<file path="src/rtl/riscv_pkg.sv">
// Shared RISC-V core definitions: opcodes used by decode/immediate logic,
// fetch constants and the fetch FSM state type.
package riscv_pkg;

  localparam logic [6:0] OPC_LUI    = 7'b0110111;
  localparam logic [6:0] OPC_AUIPC  = 7'b0010111;
  localparam logic [6:0] OPC_JAL    = 7'b1101111;
  localparam logic [6:0] OPC_JALR   = 7'b1100111;
  localparam logic [6:0] OPC_BRANCH = 7'b1100011;
  localparam logic [6:0] OPC_LOAD   = 7'b0000011;
  localparam logic [6:0] OPC_STORE  = 7'b0100011;
  localparam logic [6:0] OPC_OP_IMM = 7'b0010011;

  // addi x0, x0, 0
  localparam logic [31:0] NOP_INSTR        = 32'h0000_0013;
  localparam logic [31:0] RESET_PC_DEFAULT = 32'h0000_0000;

  typedef enum logic [1:0] {
    BOOT,
    FETCH,
    HOLD
  } fetch_state_t;

endpackage

</file>
<file path="src/rtl/instr_fetch.sv">
// Instruction-fetch stage: owns the PC, issues word fetches over a req/ready
// handshake and holds the fetched word in the IF/ID register for decode.
module instr_fetch
  import riscv_pkg::*;
#(
  parameter logic [31:0] RESET_PC = RESET_PC_DEFAULT
) (
  input  logic        clk,
  input  logic        rst,
  output logic        imem_req,
  output logic [31:0] imem_addr,
  input  logic        imem_ready,
  input  logic [31:0] imem_rdata,
  input  logic        stall,
  input  logic        redirect,
  input  logic [31:0] redirect_pc,
  output logic        if_valid,
  output logic [31:0] if_pc,
  output logic [31:0] if_pc_plus4,
  output logic [31:0] if_instruction
);

  fetch_state_t state;
  fetch_state_t state_nxt;
  logic [31:0]  pc;
  logic         xfer;
  logic         consume;

  // A fetch may issue only when decode can take the word, either because the
  // register is empty or because its current contents leave this cycle.
  always_comb begin
    imem_req = (state == FETCH) && !redirect && (!if_valid || !stall);
  end

  assign imem_addr = pc;
  assign xfer      = imem_req && imem_ready;
  assign consume   = if_valid && !stall && !xfer;

  always_ff @(posedge clk) begin
    if (rst) begin
      state <= BOOT;
    end else begin
      state <= state_nxt;
    end
  end

  // HOLD is entered only when a word lands while decode is stalled; a register
  // that was filled unstalled stays in FETCH so release refetches immediately.
  always_comb begin
    state_nxt = state;
    if (redirect) begin
      state_nxt = FETCH;
    end else begin
      case (state)
        BOOT:    state_nxt = FETCH;
        FETCH:   if (xfer && stall) state_nxt = HOLD;
        HOLD:    if (!stall) state_nxt = FETCH;
        default: state_nxt = BOOT;
      endcase
    end
  end

  always_ff @(posedge clk) begin
    if (rst) begin
      pc             <= RESET_PC;
      if_valid       <= 1'b0;
      if_pc          <= RESET_PC;
      if_pc_plus4    <= RESET_PC + 32'd4;
      if_instruction <= NOP_INSTR;
    end else if (redirect) begin
      pc             <= redirect_pc & 32'hFFFF_FFFC;
      if_valid       <= 1'b0;
      if_instruction <= NOP_INSTR;
    end else if (xfer) begin
      pc             <= pc + 32'd4;
      if_valid       <= 1'b1;
      if_pc          <= pc;
      if_pc_plus4    <= pc + 32'd4;
      if_instruction <= imem_rdata;
    end else if (consume) begin
      if_valid       <= 1'b0;
      if_instruction <= NOP_INSTR;
    end
  end

endmodule

</file>
<file path="config.mk">
export PLATFORM = sky130hd
export DESIGN_NAME = instr_fetch
export DESIGN_NICKNAME = d
export VERILOG_FILES = /design/src/rtl/riscv_pkg.sv /design/src/rtl/instr_fetch.sv
export SDC_FILE = /design/constraint.sdc
export NUM_CORES = 1
export LEC_CHECK = 0
export ABC_CLOCK_PERIOD_IN_PS = 2540
export BUFFER_PORTS_ARGS = -buffer_cell sky130_fd_sc_hd__buf_2
export CELL_PAD_IN_SITES_DETAIL_PLACEMENT = 0
export CELL_PAD_IN_SITES_GLOBAL_PLACEMENT = 2
export CORE_MARGIN = 2
export CORE_UTILIZATION = 27
export DETAILED_ROUTE_END_ITERATION = 10
export PLACE_DENSITY_LB_ADDON = 0.1
export SYNTH_ARGS = -nofsm -noshare
export SYNTH_HDL_FRONTEND = slang
export SYNTH_SLANG_ARGS = --single-unit
export TNS_END_PERCENT = 20
</file>
<file path="constraint.sdc">
create_clock -name clk -period 2.54 [get_ports clk]
set_clock_uncertainty 0.2 [all_clocks]
set_input_delay 0.254 -clock clk [delete_from_list [all_inputs] [get_ports clk]]
set_output_delay 0.254 -clock clk [all_outputs]
set_load 0.005 [all_outputs]
</file>
==> flow_summary.ini <==
[outcome]
outcome = finished clean

[global_routing]
grt_max_degree = 64
grt_overflow = 0
grt_pass1_wl_um = 29600
grt_pass1_vias = 5481
antenna_found_initial = 0
grtUsageTotal_pct = 18.2

[detailed_routing]
wirelength_um = 19000
viasPerCell = 4.78
drc = 0
vias = 5654
drt_iter0_drc = 282
drt_pass1_iterations = 6
wl_per_cell_um = 16.1
ant_nets = 0

[yosys]
syn_area_per_cell_um2 = 8.21
synth_area_leader_cell = dfxtp_1
synth_edf_count = 0
synth-seq-area-share_pct = 46.9
yosys_warnings = 0
synth_top_area_share_pct = 46.9
syn_area_mm2 = 0.00533
ys_types = 50
syn-instance-count = 650
ys_ff_latch = 125
synthTopCellsByArea = dfxtp_1, a21oi_1, nand2_1, a22oi_1, nor2_1
yosys.cell_count.top_type = dfxtp_1
synth-main-ff-cell = dfxtp_1
synth_common_cells = dfxtp_1, nand2_1, a21oi_1, nor2_1, o21ai_0
synthArstFlopShare_pct = 0

[die]
core_mm2 = 0.0194
io_pins = 199
die_h_um = 145
dieArea_mm2 = 0.0209
start_util_pct = 27.5
die_w_um = 145
std_cell_rows = 51

[clock_network]
clk-insertion-delay-late_ps = 420
cts_tree = built
root_buffer = clkbuf_16
cts_inserted_buffers = 17
h-tree-depth = 4
cts_setup_buffers = 0
clk_path_buf_depth = 2
cts_num_sinks = 125
clkTransAtPathRegs_ps = 60

[sta]
period_minus_slack_ps = 2410
final-max-slew-violation-count = 0
fin_tns_setup_ps = 0
rsz0062_at_grt = no
tightest_slew_ps = 734
relSlewSlack_pct = 51.0
final-setup-viol-count = 0
fmax_mhz = 415
hold_viol = 0
finalCritPeriodShare_pct = 94.8

[placed_design]
portBuffers = 190
detailed_place_hpwl_um = 13100
post-place-cells = 1089
gp_congestion = 0.793

[pwr]
ir_drop_mv = 0.445
p_per_area_mw_per_mm2 = 620
leakage_uw = 0.00335
power.total_uw = 4860

[flow_run]
cap_violations = 0

[setup_path]
crit_type = reg -> reg
critPathMaxStageDelay_ps = 460
critPathTopFamily = simple AND/OR/NAND/NOR gates
r2r_start = imem_addr[2]
critPathRequiredTime_ps = 2650
crit_path_start = imem_addr[2]
cp_num_buf_inv = 0
crit_slowest_cell = dfxtp_1
start_kind = register
critPathArrivalTime_ps = 2520
path_max_fanout = 7
end_kind = register
path_cells = ha_1, and3_1, nand4_1, nor4b_2, nor2_1, o31a_1

[layout]
drive_above_1_share_pct = 29.6
n_fill_cell = 2022
nets = 974
post-route-util_pct = 40.4
antenna_cells = 0
final_cells = 1182
syn_to_final_growth_pct = 47.1

[hold_path]
holdCritStartpoint = redirect_pc[27]
worstHoldPathType = in -> reg
[timing repair]
action / CTS / global route
hold buffers: 61 / 0
gates resized for setup: 0 / 1
endpoints found under the setup margin: 0 / 24
endpoints found under the hold margin: 61 / 0
[cell type report]
cell class | instances | area [um2] | share of cell area [%]
Tap cell | 265 | 332 | 4.23
Multi-Input combinational cell | 456 | 2540 | 32.4
Timing Repair Buffer | 289 | 1870 | 23.9
Sequential cell | 125 | 2500 | 31.9
Inverter | 15 | 56.3 | 0.718
Clock inverter | 15 | 114 | 1.45
Clock buffer | 17 | 425 | 5.42
[cell families (layout without fill, tap and decap cells)]
logic type                 after synthesis  in the layout  share of synthesized area, %
and+or+nand+nor                        232            232                          20.4
AOI/OAI and AO/OA                      195            195                          22.7
DFF                                    125            125                          46.9
buffers and inverters                   74            336                          6.08
xor gates and xnor gates                21             21                          3.45
adders and majority gates                1              1                         0.235
other                                    1              6                        0.0703
muxes                                    1              1                         0.188
[per-layer routing]
| metal | global-route usage, % | vias up | routed length (um) |
|---|---|---|---|
| li1 | - | 2800 | - |
| met1 | 23.3 | 2655 | 8610 |
| met2 | 29.7 | 178 | 8860 |
| met3 | 5.26 | 21 | 1220 |
| met4 | 5.88 | 0 | 284 |
| met5 | 0 | - | 0 |
[final timing paths]
| path | slack [ps] | depth (start not counted) | endpoint |
|---|---|---|---|
| max | 130 | 6 | imem_addr[30] |
| min | 30 | 5 | imem_addr[27] |
| max reg2reg | 130 | 6 | imem_addr[30] |
| min reg2reg | 250 | 2 | if_pc[13] |
[placed cells by master (no fill, tap or decap), types with 11 or more instances in the layout]
| cell | netlist | final |
|---|---|---|
| buf_4 | 7 | 36 |
| dfxtp_1 | 125 | 125 |
| a21oi_1 | 78 | 77 |
| a22oi_1 | 32 | 32 |
| nor3_1 | 13 | 13 |
| clkbuf_16 | 0 | 17 |
| dlygate4sd3_1 | 0 | 61 |
| nor2_1 | 60 | 60 |
| inv_1 | 15 | 15 |
| nand2_1 | 96 | 95 |
| o21ai_0 | 36 | 36 |
| nand3_1 | 16 | 16 |
| xnor2_1 | 13 | 13 |
| buf_2 | 16 | 190 |
| and3_1 | 11 | 11 |
[registers in the layout (all words and copies together), names as in the netlist]
name            count
if_instruction     32
if_valid            1
if_pc              30
if_pc_plus4        30
state               2
imem_addr          30
[report_power, final]
| part | internal (uW) | switching [uW] |
|---|---|---|
| combinational | 255 | 271 |
| sequential | 2030 | 56.2 |
| clock | 1260 | 996 |
[stage by stage]
stage,area [um2],hold slack [ps],worst slack [ps]
2_1_floorplan,5350,199,400
3_3_place_gp,6690,239,193
3_5_place_dp,6690,243,110
4_1_cts,7840,14.3,132
5_1_grt,7840,39.5,8.53
6_report,7840,27.5,132
[worst reg2reg max path, stage by stage, from the launching register on]
cell and delay [ps]:
dfxtp_1 460, ha_1 290, and3_1 330, nand4_1 260, nor4b_2 370, nor2_1 110, o31a_1 280
Power figures use the tool's default switching activity.
